==> src/rtl/muldiv_pkg.sv <==
// Shared types and encodings for the multi-cycle multiply/divide unit.
// The optional signed mode is enabled with the SIGNED_MULDIV_EN macro.
package muldiv_pkg;

  localparam int MD_WIDTH = 16;
  localparam int CNT_W    = $clog2(MD_WIDTH) + 1;

  typedef enum logic [1:0] {
    IDLE    = 2'd0,
    CALC    = 2'd1,
    WB_DEST = 2'd2,
    WB_R0   = 2'd3
  } state_t;

  localparam logic OP_MUL = 1'b0;
  localparam logic OP_DIV = 1'b1;

  // Register file write-port codes
  localparam logic [1:0] RW_NONE = 2'b00;
  localparam logic [1:0] RW_R0   = 2'b01;
  localparam logic [1:0] RW_DEST = 2'b11;

endpackage

==> src/rtl/muldiv_step.sv <==
// One iteration of the shared datapath: shift-add for MUL, restoring
// shift-subtract for DIV, on the {acc_hi, acc_lo} accumulator pair.
module muldiv_step #(
  parameter int WIDTH = 16
) (
  input  logic             op_div,
  input  logic [WIDTH-1:0] acc_hi,
  input  logic [WIDTH-1:0] acc_lo,
  input  logic [WIDTH-1:0] operand,
  output logic [WIDTH-1:0] hi_nxt,
  output logic [WIDTH-1:0] lo_nxt
);

  logic [WIDTH:0] sum;
  logic [WIDTH:0] shl;
  logic [WIDTH:0] diff;

  always_comb begin
    sum    = {1'b0, acc_hi} + (acc_lo[0] ? {1'b0, operand} : {(WIDTH+1){1'b0}});
    shl    = {acc_hi, acc_lo[WIDTH-1]};
    diff   = shl - {1'b0, operand};
    hi_nxt = sum[WIDTH:1];
    lo_nxt = {sum[0], acc_lo[WIDTH-1:1]};
    if (op_div) begin
      // Remainder stays below the divisor, so bit WIDTH of diff is a true borrow
      if (diff[WIDTH]) begin
        hi_nxt = shl[WIDTH-1:0];
        lo_nxt = {acc_lo[WIDTH-2:0], 1'b0};
      end else begin
        hi_nxt = diff[WIDTH-1:0];
        lo_nxt = {acc_lo[WIDTH-2:0], 1'b1};
      end
    end
  end

endmodule

==> src/rtl/mul_div_unit.sv <==
// Multi-cycle 16-bit multiply/divide unit writing results back through the
// register file port (dest, then R0). Signed mode guarded by SIGNED_MULDIV_EN.
module mul_div_unit
  import muldiv_pkg::*;
#(
  parameter int WIDTH      = 16,
  parameter int REG_ADDR_W = 5
) (
  input  logic                  clk,
  input  logic                  reset,
  input  logic                  start,
  input  logic [1:0]            op,
  input  logic [WIDTH-1:0]      op_a,
  input  logic [WIDTH-1:0]      op_b,
  input  logic [REG_ADDR_W-1:0] dest_reg,
  output logic                  busy,
  output logic                  done,
  output logic [1:0]            reg_write,
  output logic [REG_ADDR_W-1:0] write_reg,
  output logic [WIDTH-1:0]      write_data,
  output logic [WIDTH-1:0]      r0,
  output logic                  div_by_zero
);

  state_t                  state;
  logic [CNT_W-1:0]        cnt;
  logic                    dbz_q;
  logic                    op_div_q;
  logic [WIDTH-1:0]        operand_q;
  logic [WIDTH-1:0]        acc_hi;
  logic [WIDTH-1:0]        acc_lo;
  logic [REG_ADDR_W-1:0]   dest_q;
  logic [WIDTH-1:0]        step_hi;
  logic [WIDTH-1:0]        step_lo;
  logic [WIDTH-1:0]        fix_hi;
  logic [WIDTH-1:0]        fix_lo;
  logic [WIDTH-1:0]        mag_a;
  logic [WIDTH-1:0]        mag_b;
  logic                    start_dbz;
  logic                    last_iter;

  assign start_dbz = (op[0] == OP_DIV) && (op_b == '0);
  assign last_iter = (cnt == CNT_W'(WIDTH - 1));

  muldiv_step #(.WIDTH(WIDTH)) u_step (
    .op_div  (op_div_q),
    .acc_hi  (acc_hi),
    .acc_lo  (acc_lo),
    .operand (operand_q),
    .hi_nxt  (step_hi),
    .lo_nxt  (step_lo)
  );

`ifdef SIGNED_MULDIV_EN
  logic a_neg;
  logic b_neg;
  logic neg_lo_q;
  logic neg_hi_q;

  function automatic logic [WIDTH-1:0] neg_w(input logic [WIDTH-1:0] v, input logic en);
    logic signed [WIDTH-1:0] s;
    s = v;
    return en ? -s : s;
  endfunction

  function automatic logic [2*WIDTH-1:0] neg_2w(input logic [2*WIDTH-1:0] v, input logic en);
    logic signed [2*WIDTH-1:0] s;
    s = v;
    return en ? -s : s;
  endfunction

  assign a_neg = op[1] & op_a[WIDTH-1];
  assign b_neg = op[1] & op_b[WIDTH-1];
  assign mag_a = neg_w(op_a, a_neg);
  assign mag_b = neg_w(op_b, b_neg);

  // Product negates as one 2*WIDTH value; quotient and remainder fix up independently
  always_comb begin
    {fix_hi, fix_lo} = neg_2w({step_hi, step_lo}, neg_lo_q);
    if (op_div_q) begin
      fix_lo = neg_w(step_lo, neg_lo_q);
      fix_hi = neg_w(step_hi, neg_hi_q);
    end
  end

  always_ff @(posedge clk) begin
    if (state == IDLE && start) begin
      neg_lo_q <= a_neg ^ b_neg;
      neg_hi_q <= a_neg;
    end
  end
`else
  logic unused_sign_sel;

  assign unused_sign_sel = op[1];
  assign mag_a  = op_a;
  assign mag_b  = op_b;
  assign fix_hi = step_hi;
  assign fix_lo = step_lo;
`endif

  always_ff @(posedge clk) begin
    if (reset) begin
      state       <= IDLE;
      cnt         <= '0;
      dbz_q       <= 1'b0;
      busy        <= 1'b0;
      done        <= 1'b0;
      div_by_zero <= 1'b0;
      reg_write   <= RW_NONE;
      write_reg   <= '0;
      write_data  <= '0;
      r0          <= '0;
    end else begin
      done        <= 1'b0;
      div_by_zero <= 1'b0;
      reg_write   <= RW_NONE;
      case (state)
        IDLE: begin
          if (start) begin
            busy  <= 1'b1;
            cnt   <= '0;
            dbz_q <= start_dbz;
            state <= start_dbz ? WB_DEST : CALC;
          end
        end
        CALC: begin
          cnt <= cnt + 1'b1;
          if (last_iter) state <= WB_DEST;
        end
        WB_DEST: begin
          reg_write  <= RW_DEST;
          write_reg  <= dest_q;
          write_data <= acc_lo;
          state      <= WB_R0;
        end
        default: begin
          reg_write   <= RW_R0;
          r0          <= acc_hi;
          done        <= 1'b1;
          div_by_zero <= dbz_q;
          busy        <= 1'b0;
          state       <= IDLE;
        end
      endcase
    end
  end

  // Operand capture and accumulator update; data path carries no reset
  always_ff @(posedge clk) begin
    if (state == IDLE && start) begin
      op_div_q  <= op[0];
      dest_q    <= dest_reg;
      operand_q <= (op[0] == OP_DIV) ? mag_b : mag_a;
      acc_hi    <= start_dbz ? op_a : '0;
      acc_lo    <= start_dbz ? '1 : ((op[0] == OP_DIV) ? mag_a : mag_b);
    end else if (state == CALC) begin
      acc_hi <= last_iter ? fix_hi : step_hi;
      acc_lo <= last_iter ? fix_lo : step_lo;
    end
  end

endmodule

==> config.mk <==
export PLATFORM = sky130hd
export DESIGN_NAME = mul_div_unit
export DESIGN_NICKNAME = d
export VERILOG_FILES = /design/src/rtl/muldiv_pkg.sv /design/src/rtl/muldiv_step.sv /design/src/rtl/mul_div_unit.sv
export SDC_FILE = /design/constraint.sdc
export NUM_CORES = 1
export LEC_CHECK = 0
export ABC_AREA = 1
export CAP_MARGIN = 10
export CORE_UTILIZATION = 30
export DETAILED_ROUTE_END_ITERATION = 8
export GPL_TIMING_DRIVEN = 0
export PLACE_DENSITY = 0.51
export SKIP_CTS_REPAIR_TIMING = 1
export SLEW_MARGIN = 40
export SYNTH_ARGS = -nofsm -noshare
export SYNTH_HDL_FRONTEND = slang
export SYNTH_SLANG_ARGS = --single-unit
==> constraint.sdc <==
create_clock -name clk -period 2.8 [get_ports clk]
set_clock_uncertainty 0.15 [all_clocks]
set_input_delay 0.7 -clock clk [delete_from_list [all_inputs] [get_ports clk]]
set_output_delay 0.7 -clock clk [all_outputs]
set_load 0.01 [all_outputs]
==> PnR_summary.wiki <==
{| class="wikitable"
! Metric !! Value
|-
| Final Hold Violating Endpoints || 0
|-
| Placed instance area || 0.00809 mm^2
|-
| Synthesized netlist net count || 1047
|-
| Fraction of layout instances using a drive strength above 1 || 0.0739
|-
| HPWL Detailed || between 15000 and 20000 um
|-
| Residual overflow from global routing || 0
|-
| Global-route wire length before repair || about 35000 um
|-
| Number of vias in the routed layout || 6600
|-
| FF+latch count, synth || 104
|-
| Sink Count || 104
|-
| Compound-cell area share of the yosys netlist || 0.145
|-
| Yosys warning count || 0
|-
| Length of routed wiring on met1 || 10300 um
|-
| Die W || approximately 150 um
|-
| Count of distinct cell types in the synthesized netlist || 42
|-
| Die height || roughly 150 um
|-
| Peak clock frequency supported by timing || 370 MHz
|-
| Clock tree from TritonCTS || done
|-
| Synthesized area per cell || approximately 7.1 um^2
|-
| Std cell rows || 55
|-
| Worst slew margin relative to its limit || 0.545
|-
| Count of final max-slew check failures || 0
|-
| Post-Synth Adder-Cell Area || 0.0767
|-
| Static power due to leakage || between 0.004 and 0.005 uW
|-
| Vias in the first global route || 6413
|-
| Number of DRC markers in iteration 0 || slightly below 400
|-
| Top-Level Pins || 84
|-
| Dominant combinational cell family by area after synthesis || simple AND/OR/NAND/NOR gates
|-
| Clock buffer count from CTS || 9
|-
| Run status || finished with violations
|-
| Drt drc || 2
|-
| Post-Syn Instances || just under 1000
|-
| ANT nets after route || 0
|-
| Post-detailed-route via-to-cell ratio || around 4.8
|-
| Final design instance area without fill || about 0.0087 mm^2
|-
| Final period util || 0.964
|-
| Synthesized-area fraction occupied by xor and xnor cells || 0.0114
|-
| Most common library cell in the layout ignoring fill and taps || sky130_fd_sc_hd__nand2_1
|-
| Aggregate routed wire length || between 20000 and 25000 um
|-
| First-pass iteration count of the detailed router || 7
|-
| Root buffer selected by CTS || sky130_fd_sc_hd__clkbuf_16
|-
| Maximum buffer depth of the clock tree || 2
|-
| Commonest cells after routing, fill and taps aside || sky130_fd_sc_hd__nand2_1 (244), sky130_fd_sc_hd__inv_1 (144), sky130_fd_sc_hd__nor2_1 (94)
|-
| Power per cell area || roughly 1200 mW/mm^2
|-
| Highest ir drop seen on vdd || slightly above 0.4 mV
|-
| Clock latency on the worst-skew pair || around 0.36 ns
|-
| Initial antenna violation count || 0
|-
| Number of fillers in the final layout || 2409
|-
| Average wire per cell in the routed design || 16.4 um
|-
| Violations in the final reports || DRC
|-
| Worst-path clk slew || about 0.08 ns
|-
| Largest net degree at the start of global routing || 33
|-
| Number of flops mapped to enable cells by yosys || 54
|-
| Die Outline Area || 0.0236 mm^2
|-
| Setup slack of the critical path after layout || roughly 0.1 ns
|-
| Slew at the pin closest to its max-slew limit || between 0.6 and 0.7 ns
|-
| Crit path capture type || flop
|-
| Starting utilization of the core area || 0.305
|-
| Sequential cell area fraction in the yosys report || 0.381
|-
| Total met3 wirelength after detailed routing || 898 um
|-
| Main flop type after synthesis || sky130_fd_sc_hd__edfxtp_1
|-
| Worst slack at placement || -0.705 ns
|-
| Final number of setup-violating endpoints || 0
|-
| Routability congestion estimate from global placement || 0.896
|-
| Worst min-delay path class || reg2reg
|-
| Final cell utilization of the core || 0.385
|-
| Kind of launch point of the worst setup path || flop
|-
| Overall global routing resource usage || 0.192
|-
| Minimum clock period || about 2.7 ns
|-
| Netlist area before placement || around 0.0069 mm^2
|-
| Tot Pwr || 10300 uW
|-
| Ys async rst share || 0
|-
| Setup Crit Path Kind || reg2reg
|-
| Maximum Capacitance Violations || 0
|-
| Top fanout value on the critical path || 10
|-
| Net count of the finished layout || ~1200
|-
| Worst path required time || 2.77 ns
|-
| Routed length on met2 || 10500 um
|-
| Worst path arrival time || approximately 2.7 ns
|-
| Top layer used by detailed routing || met4
|-
| Multiplexer area fraction after synthesis || 0.0160
|-
| IO Port Bufs || between 80 and 90
|-
| Layout-stage area growth over the synthesis result || 26.1%
|-
| Ant diodes || 0
|-
| H-tree depth || 3
|-
| Post-synthesis share of cell area spent on and, or, nand and nor gates || 0.269
|-
| Core area || 0.0226 mm^2
|}
-- metal layers --
layer  GRT usage  vias to the layer above
met4      0.0748                        0
met5           0                        -
met3      0.0245                       34
li1            -                     3380
met1       0.247                     3022
met2       0.327                      164
-- cells by family (layout without fill, tap and decap cells) --
family / after synthesis / after routing
and+or+nand+nor: 435 / 436
muxes: 11 / 11
xor gates and xnor gates: 9 / 9
DFF: 104 / 104
AOI/OAI and AO/OA: 181 / 181
buffers and inverters: 183 / 301
adders and majority gates: 41 / 41
-- stage by stage --
step	TNS (ns)	std cells	hold slack (ns)
after floorplan	0	964	0.291
after CTS	-8.62	1347	0.322
final	0	1368	0.323
after global placement	-62.16	1330	0.303
after global routing	-0.00410	1368	0.335
after detailed placement	-21.65	1331	0.310
-- Yosys cell counts, types with 4 or more instances --
cell type | instances | area, um^2
sky130_fd_sc_hd__nand2_1 | 246 | 923
sky130_fd_sc_hd__inv_1 | 145 | 544
sky130_fd_sc_hd__nor2_1 | 94 | 353
sky130_fd_sc_hd__o21ai_0 | 81 | 405
sky130_fd_sc_hd__a21oi_1 | 61 | 305
sky130_fd_sc_hd__edfxtp_1 | 54 | 1620
sky130_fd_sc_hd__dfxtp_1 | 50 | 1000
sky130_fd_sc_hd__nand3_1 | 47 | 235
sky130_fd_sc_hd__ha_1 | 39 | 488
sky130_fd_sc_hd__clkbuf_1 | 31 | 116
sky130_fd_sc_hd__mux2i_1 | 11 | 110
sky130_fd_sc_hd__nand3b_1 | 11 | 82.6
sky130_fd_sc_hd__o211ai_1 | 9 | 67.6
sky130_fd_sc_hd__nor3_1 | 7 | 35.0
sky130_fd_sc_hd__o21ai_1 | 7 | 35.0
sky130_fd_sc_hd__o221ai_1 | 7 | 61.3
sky130_fd_sc_hd__xor2_1 | 7 | 61.3
sky130_fd_sc_hd__nand4_1 | 6 | 37.5
sky130_fd_sc_hd__nor4_1 | 6 | 37.5
sky130_fd_sc_hd__nand2_2 | 5 | 31.3
sky130_fd_sc_hd__a21o_1 | 4 | 30.0
-- worst max-delay path, stage by stage (launching register included) --
cell and delay, ns:
sky130_fd_sc_hd__edfxtp_1 0.36, sky130_fd_sc_hd__buf_4 0.19, sky130_fd_sc_hd__buf_6 0.15, sky130_fd_sc_hd__nand2_1 0.06, sky130_fd_sc_hd__inv_1 0.04, sky130_fd_sc_hd__ha_2 0.18
sky130_fd_sc_hd__fa_2 0.38, sky130_fd_sc_hd__nand3_2 0.11, sky130_fd_sc_hd__nand3_2 0.09, sky130_fd_sc_hd__nand2_1 0.08, sky130_fd_sc_hd__nand2_1 0.10, sky130_fd_sc_hd__a21oi_2 0.21
sky130_fd_sc_hd__a21oi_1 0.09, sky130_fd_sc_hd__nand2_1 0.09, sky130_fd_sc_hd__nand2_1 0.05, sky130_fd_sc_hd__nand2_1 0.05, sky130_fd_sc_hd__nand2_1 0.06
-- path summary, 6_finish.rpt --
check	start	slack (ns)	cells after the start	end
worst max-delay path	acc_lo[0]$_DFFE_PP_	0.1	16	acc_hi[11]$_DFFE_PP_
worst min-delay path	cnt[4]$_SDFFE_PP0P_	0.32	2	cnt[4]$_SDFFE_PP0P_
worst max register to register	acc_lo[0]$_DFFE_PP_	0.1	16	acc_hi[11]$_DFFE_PP_
worst min register to register	cnt[4]$_SDFFE_PP0P_	0.32	2	cnt[4]$_SDFFE_PP0P_
-- report_power, final --
group / leakage, uW / total, uW / switching [uW] / internal [uW]
registers: 0.000932 / 2800 / 485 / 2320
logic: 0.00306 / 6110 / 3680 / 2430
clock network: 0.000151 / 1350 / 663 / 686
-- layout make-up --
class / instances / area (um^2) / share of cell area
repair buffers: 104 / 1020 / 0.118
well taps: 285 / 357 / 0.0411
clock inverters: 6 / 63.8 / 0.00735
clock buffers: 10 / 250 / 0.0288
flip-flops and latches: 104 / 2620 / 0.302
multi-input cells: 678 / 3670 / 0.422
inverters: 148 / 556 / 0.0640
plain buffers: 33 / 148 / 0.0170
No activity file was read; power rests on OpenSTA's default activity.
